<file path="src/rtl/lcd_ctrl.sv">
// HD44780-style 8-bit write-only LCD bus sequencer: power-up wait, fixed init sequence,
// then one command/data byte per valid/ready handshake with cycle-counted bus timing.
module lcd_ctrl #(
   parameter int unsigned POWERUP_CYC   = 750000,
   parameter int unsigned SETUP_CYC     = 4,
   parameter int unsigned PULSE_CYC     = 12,
   parameter int unsigned HOLD_CYC      = 4,
   parameter int unsigned EXEC_CYC      = 2000,
   parameter int unsigned LONG_EXEC_CYC = 82000
) (
   input  logic       clk,
   input  logic       rst,
   input  logic       cmd_valid,
   input  logic       cmd_rs,
   input  logic [7:0] cmd_data,
   output logic       cmd_ready,
   output logic       busy,
   output logic       init_done,
   output logic [7:0] lcd_data,
   output logic       lcd_rs,
   output logic       lcd_rw,
   output logic       lcd_en,
   output logic       lcd_on
);

   typedef enum logic [2:0] {
      StPwrup,
      StSetup,
      StPulse,
      StHold,
      StExec,
      StIdle
   } state_e;

   state_e      state_q, state_d;
   logic [31:0] cnt_q, cnt_d;
   logic [1:0]  idx_q, idx_d;
   logic [7:0]  data_q, data_d;
   logic        rs_q, rs_d;
   logic        init_done_q, init_done_d;
   logic        en_q;
   logic        on_q;
   logic        long_exec;

   function automatic logic [7:0] init_byte(input logic [1:0] i);
      logic [7:0] b;
      unique case (i)
         2'd0:    b = 8'h38;
         2'd1:    b = 8'h0C;
         2'd2:    b = 8'h01;
         default: b = 8'h06;
      endcase
      return b;
   endfunction

   // Clear and home need the long execution wait.
   assign long_exec = !rs_q && ((data_q == 8'h01) || (data_q[7:1] == 7'b0000001));

   always_comb begin
      state_d     = state_q;
      cnt_d       = cnt_q - 32'd1;
      idx_d       = idx_q;
      data_d      = data_q;
      rs_d        = rs_q;
      init_done_d = init_done_q;
      unique case (state_q)
         StPwrup: begin
            if (cnt_q == 32'd0) begin
               data_d  = init_byte(2'd0);
               rs_d    = 1'b0;
               state_d = StSetup;
               cnt_d   = SETUP_CYC - 1;
            end
         end
         StSetup: begin
            if (cnt_q == 32'd0) begin
               state_d = StPulse;
               cnt_d   = PULSE_CYC - 1;
            end
         end
         StPulse: begin
            if (cnt_q == 32'd0) begin
               state_d = StHold;
               cnt_d   = HOLD_CYC - 1;
            end
         end
         StHold: begin
            if (cnt_q == 32'd0) begin
               state_d = StExec;
               cnt_d   = long_exec ? LONG_EXEC_CYC - 1 : EXEC_CYC - 1;
            end
         end
         StExec: begin
            if (cnt_q == 32'd0) begin
               if (init_done_q) begin
                  state_d = StIdle;
               end else if (idx_q == 2'd3) begin
                  state_d     = StIdle;
                  init_done_d = 1'b1;
               end else begin
                  idx_d   = idx_q + 2'd1;
                  data_d  = init_byte(idx_q + 2'd1);
                  rs_d    = 1'b0;
                  state_d = StSetup;
                  cnt_d   = SETUP_CYC - 1;
               end
            end
         end
         default: begin
            cnt_d = cnt_q;
            if (cmd_valid) begin
               data_d  = cmd_data;
               rs_d    = cmd_rs;
               state_d = StSetup;
               cnt_d   = SETUP_CYC - 1;
            end
         end
      endcase
   end

   // Reset loads the full power-up count: the edge that first sees rst low starts cycle 0.
   always_ff @(posedge clk) begin
      if (rst) begin
         state_q     <= StPwrup;
         cnt_q       <= POWERUP_CYC;
         idx_q       <= 2'd0;
         data_q      <= 8'h00;
         rs_q        <= 1'b0;
         init_done_q <= 1'b0;
         en_q        <= 1'b0;
         on_q        <= 1'b0;
      end else begin
         state_q     <= state_d;
         cnt_q       <= cnt_d;
         idx_q       <= idx_d;
         data_q      <= data_d;
         rs_q        <= rs_d;
         init_done_q <= init_done_d;
         en_q        <= (state_d == StPulse);
         on_q        <= 1'b1;
      end
   end

   assign cmd_ready = (state_q == StIdle);
   assign busy      = (state_q != StIdle);
   assign init_done = init_done_q;
   assign lcd_data  = data_q;
   assign lcd_rs    = rs_q;
   assign lcd_rw    = 1'b0;
   assign lcd_en    = en_q;
   assign lcd_on    = on_q;

endmodule

</file>
<file path="config.mk">
export PLATFORM = sky130hd
export DESIGN_NAME = lcd_ctrl
export DESIGN_NICKNAME = d
export VERILOG_FILES = /design/src/rtl/lcd_ctrl.sv
export SDC_FILE = /design/constraint.sdc
export NUM_CORES = 1
export LEC_CHECK = 0
export CORE_MARGIN = 3
export CORE_UTILIZATION = 45
export DETAILED_ROUTE_END_ITERATION = 10
export PLACE_DENSITY = 0.65
export SKIP_LAST_GASP = 1
export SLEW_MARGIN = 5
export SYNTH_ARGS = -nofsm -noshare
export SYNTH_HDL_FRONTEND = slang
export SYNTH_SLANG_ARGS = --single-unit
</file>
<file path="constraint.sdc">
create_clock -name clk -period 6 [get_ports clk]
set_input_delay 1.2 -clock clk [delete_from_list [all_inputs] [get_ports clk]]
set_output_delay 1.2 -clock clk [all_outputs]
set_load 0.02 [all_outputs]
</file>
==> Word level (Yosys, flattened, before mapping) <==
Index checks and enable logic that the tools add are counted.
{ "word_totals": {"output_inout_bits": 15, "register_bits": 49, "input_bits": 12} }
{ "op_classes": {"bitwise": 3, "n_eq_ne": 16, "muxes": 34, "addsub": 2, "n_reduce_logical": 13} }
{ "ops": {"columns": ["cell", "count"], "rows": [
  ["2-to-1 mux 32 bit", 7],
  ["one-hot mux 32 bit (4 select lines)", 1],
  ["2-to-1 mux 8 bit", 5],
  ["zero test 32 bit", 1],
  ["subtractor 32 x 1 -> 32 bit (second input constant)", 1],
  ["2-to-1 mux 3 bit", 8],
  ["one-hot mux 8 bit (3 select lines)", 1],
  ["one-hot mux 6 bit (3 select lines)", 1],
  ["2-to-1 mux 17 bit", 1],
  ["one-hot mux 3 bit (5 select lines)", 1],
  ["== test 3 x 2 -> 1 bit (second input constant)", 3],
  ["== test 8 x 1 -> 1 bit (second input constant)", 1],
  ["2-to-1 mux 1 bit", 8],
  ["inequality test 2 bit (second input constant)", 4],
  ["== test 7 x 1 -> 1 bit (second input constant)", 1],
  ["== test 3 bit (second input constant)", 2],
  ["AND reduction 6 bit", 1],
  ["nonzero test 5 bit", 1],
  ["== test 2 bit (second input constant)", 2],
  ["AND reduction 4 bit", 1],
  ["== test 3 x 1 -> 1 bit (second input constant)", 1],
  ["zero test 3 bit", 1],
  ["inequality test 3 bit (second input constant)", 1],
  ["inverter 1 bit", 3],
  ["other kinds (11)", 11]
]} }

==> Depth between registers and ports, before layout <==
{ "logic_depth": {"depth_word": 7, "mapped_depth": 9, "mapped_depth_nobuf": 7} }

==> Worst setup path after synthesis <==
OpenSTA, ideal clock, no wires.
{ "synth_path": {"kind": "reg-to-reg", "from": "reg cnt_q[15]", "to": "reg cnt_q[24]", "arrival_ns": 2.493, "path_stages_with_launch": 10, "path_slack_ns": 3.383, "required_ns": 5.876, "period_less_slack_ns": 2.617, "path_buffers": 4, "setup_ns": 0.124, "cell_sequence": "dfxtp_1 -> or4_1 -> buf_2 -> or4_4 -> buf_6 -> o41a_1 -> buf_4 -> buf_6 -> a21oi_2 -> a21oi_1"} }
{ "synth_via": {"elab_chain_len": 5, "elab_cells_between_ends": 9, "classes_between": "add/sub (1); mux (7); reduce/logical (1)"} }
{ "synth_lines": {"columns": ["item", "line", "rtl"], "rows": [
  ["start, declared", "36", "logic [31:0] cnt_q, cnt_d;"],
  ["start signal, assigned", "134", "cnt_q <= cnt_d;"],
  ["subtractor 32 x 1 -> 32 bit", "61", "cnt_d = cnt_q - 32'd1;"],
  ["2-to-1 mux 32 bit", "97", "end else if (idx_q == 2'd3) begin"],
  ["2-to-1 mux 32 bit", "95", "if (init_done_q) begin"],
  ["2-to-1 mux 32 bit", "94", "if (cnt_q == 32'd0) begin"],
  ["one-hot mux 32 bit (4 select lines) (*)", "66", "unique case (state_q)"]
]} }
Every way passes the cells marked *; elsewhere a longest branch is shown, timed or not.
A chain may end at the register's enable or synchronous reset.

==> Final worst setup path <==
{ "layout_path": {"from": "in cmd_valid", "to": "reg cnt_q[23]"} }
{ "layout_via": {"elab_chain_len": 1} }
{ "layout_lines": {"columns": ["item", "line", "rtl"], "rows": [
  ["start, declared", "13", "input logic cmd_valid,"],
  ["nonzero test 5 bit (no line)", null, null]
]} }
Every way passes these cells.

==> run metrics <==
Final Setup Violations=0; switching part of the total=around a quarter; core area=between 5000 and 6000 sq um; EDFF count, synth=0; final instance area=3160 sq um; vias in the first global route=2,475; combinational fraction of design power=around 8.8%; maximum vdd drop=between 100 and 150 uV; post-route clock period utilization=about half; post-synthesis register bit count=49; required time of the critical path=6250 ps; chip width=~85 um; top cells by count, synth=dfxtp_1, nand2_1, nor2_1; Post-CTS Repair Setup Buffers=0; r2r setup slk=3030 ps; Register Area=~1000 sq um; DR vias=~2,800; n_diodes=0; Resize count post-CTS=0; crit end category=flop; final antenna-violating net count=0; first-pass GRT wire length=12.7 mm; dominant cell type by area after synthesis=dfxtp_1; class of the worst hold path=flop to flop; Leak Pwr=1.05 nW; main area contributors after synthesis=dfxtp_1, a21oi_1, nand2_1, a31oi_1, nor2_1; WS Path Type=input pin to flop; overall routing resource usage=a little over a fifth; Final Max Slew Viols=0; r2r endpoint=lcd_data[5]$_SDFFE_PP0P_; IO Count=27; Worst EP arrival=3350 ps; top-area cell type share of the netlist area=between 30% and 40%; wire per inst=~17 um; antenna violations before repair=0; Clock power frac=33.5%; worst-case clock buffer depth=2; I/O Buffers=25; area growth from synthesis to layout=12.5%; Gate Count Post-Synth=between 300 and 400; dpl hpwl=roughly 5.4 mm; largest net degree at the start of global routing=31; share of layout cells above drive strength 1=5.75%; CTS root buffer=clkbuf_8; drc violations=0; MaxCap Viol Count=0; Worst Tran Pin Value=about 1200 ps; CP startpoint kind=input pin; Post-Syn Nets=approximately 370; # H-tree levels=2; PD cells=roughly 190 nW/um^2; ys flop type=dfxtp_1; GP Congestion=approximately 0.85; final-layout fill cell count=between 500 and 600; worst reg2reg startpoint=cnt_q[15]$_SDFFE_PP0P_; count leader, synth=dfxtp_1; FF-to-FF path depth=5; nets=roughly 380; total gr overflow=0; CTS Buf Count=5; WL final=~7.5 mm; Post-CTS Hold Buffers=0; clock tree from TritonCTS=done; Max Freq=about 0.32 GHz; minimum clock period=between 3000 and 4000 ps; internal power=around 0.44 mW; clk_lat worst skew=310 ps; Row Count=28; clock skew=~14 ps; sequential power share=~58%; FFs w/ async S/R, synth=0%; Iter 0 DRT Violations=between 200 and 300; Total Die Area=between 7000 and 8000 sq um; drt first pass iters=5; Final Hold Viols=0; Initial Util=between 40% and 50%; setup tns final=0 ps; unrepaired setup endpoints after global routing=false; status=finished, final reports clean; Critical Path Start=cmd_valid; Placed Area=roughly 3000 sq um; routed vias/inst=approximately 6.3; Crit Path Max Fanout=9; multi-input logic area=approximately 1700 sq um; Netlist Area Pre-Place=2810 sq um; Sink Count=about 50; Die Y=85.0 um; Distinct cells, synth=between 60 and 70; YS warnings=0; Switching Power=0.150 mW; worst slew margin relative to its limit=19.7%; end of the critical path=cnt_q[23]$_SDFFE_PP0P_; Worst-path clk slew=100 ps; sequential cell area fraction in the yosys report=about a third; Avg Cell Area, Syn=8.01 sq um
[per-stage QoR]
stage	total power, mW	setup slack (ps)	std cells	hold WS, ps	utilization [%]
finish	0.588	2900	440	488	52.7
global route	0.613	2750	440	518	52.7
CTS	0.592	2920	440	486	52.7
detailed placement	0.397	2590	432	470	51.2
global placement	0.396	2660	432	456	51.2
floorplan	0.378	3380	350	439	-
[critical path: stages]
cell,delay [ps]
clkdlybuf4s50_1,580
nand2b_1,430
nand4_1,280
or4b_2,700
a21oi_1,150
[sequential cells by signal, indices dropped and copies added (netlist names)]
| name | cells |
|---|---|
| lcd_on | 1 |
| lcd_data | 8 |
| init_done | 1 |
| idx_q | 2 |
| cnt_q | 32 |
| state_q | 3 |
| lcd_en | 1 |
| lcd_rs | 1 |
[cells in the final DEF, fill, tap and decap left out, types with 3 or more instances in the layout]
| master | n |
|---|---|
| and3_1 | 4 |
| a221oi_1 | 5 |
| dfxtp_1 | 49 |
| nand2_1 | 29 |
| clkdlybuf4s50_1 | 25 |
| nand2b_1 | 6 |
| xnor2_1 | 3 |
| nor3_1 | 12 |
| nor2_1 | 26 |
| o41ai_1 | 4 |
| o31ai_1 | 5 |
| clkbuf_8 | 5 |
| nand4_1 | 10 |
| ha_1 | 6 |
| o211ai_1 | 7 |
| mux2i_1 | 3 |
| a211oi_1 | 3 |
| nor4_1 | 9 |
| nand3_1 | 14 |
| buf_4 | 3 |
| or4_1 | 6 |
| or3_1 | 7 |
| a41oi_1 | 3 |
| o21ai_1 | 5 |
| o21ai_0 | 16 |
| a31oi_1 | 16 |
| inv_1 | 16 |
| a21oi_1 | 23 |
| a211o_1 | 3 |
[kinds of logic (layout without fill, tap and decap cells)]
kind of cell / Yosys count / in the layout / synth area share [%]
and+or+nand+nor: 140 / 140 / 27.2
AOI/OAI and AO/OA: 109 / 109 / 26.8
DFF: 49 / 49 / 35.0
buffers and inverters: 38 / 53 / 5.93
adders and majority gates: 6 / 6 / 2.68
xor gates and xnor gates: 4 / 4 / 1.25
muxes: 3 / 3 / 1.07
other: 1 / 1 / 0.134
[routing by layer]
metal	routed length [um]	track usage, %	vias up
met1	3790	33.4	1320
met4	85	6.19	0
met5	0	0	-
li1	-	-	1354
met3	410	2.72	10
met2	3250	31.0	99
[final cells by class]
type                       instances  area share [%]
sequential                        49            31.1
tap                               75            2.97
multi-input combinational        263            52.5
clock inverter                     2           0.476
inverter                          17            2.02
clock buffer                       6            2.30
timing repair buffer              28            8.64
[power by group through the flow]
| stage | Sequential [mW] | Combinational, mW | Clock, mW |
|---|---|---|---|
| 6_report | 0.339 | 0.0519 | 0.197 |
| 3_3_place_gp | 0.346 | 0.0500 | 0 |
| 3_5_place_dp | 0.346 | 0.0512 | 0 |
| 5_1_grt | 0.339 | 0.0572 | 0.216 |
| 2_1_floorplan | 0.343 | 0.0353 | 0 |
| 4_1_cts | 0.339 | 0.0514 | 0.202 |
[worst min path at each step]
stage,startpoint,end,slack [ps],cells after the start
6_report,lcd_data[3]$_SDFFE_PP0P_,lcd_data[3]$_SDFFE_PP0P_,490,2
5_1_grt,lcd_data[5]$_SDFFE_PP0P_,lcd_data[5]$_SDFFE_PP0P_,520,2
4_1_cts,cnt_q[30]$_SDFFE_PP0P_,cnt_q[30]$_SDFFE_PP0P_,490,2
3_5_place_dp,lcd_data[3]$_SDFFE_PP0P_,lcd_data[3]$_SDFFE_PP0P_,470,2
3_3_place_gp,cnt_q[23]$_SDFFE_PP0P_,cnt_q[23]$_SDFFE_PP0P_,460,2
2_1_floorplan,cnt_q[31]$_SDFFE_PP0P_,cnt_q[31]$_SDFFE_PP0P_,440,1
(Power assumes the default switching activity.)
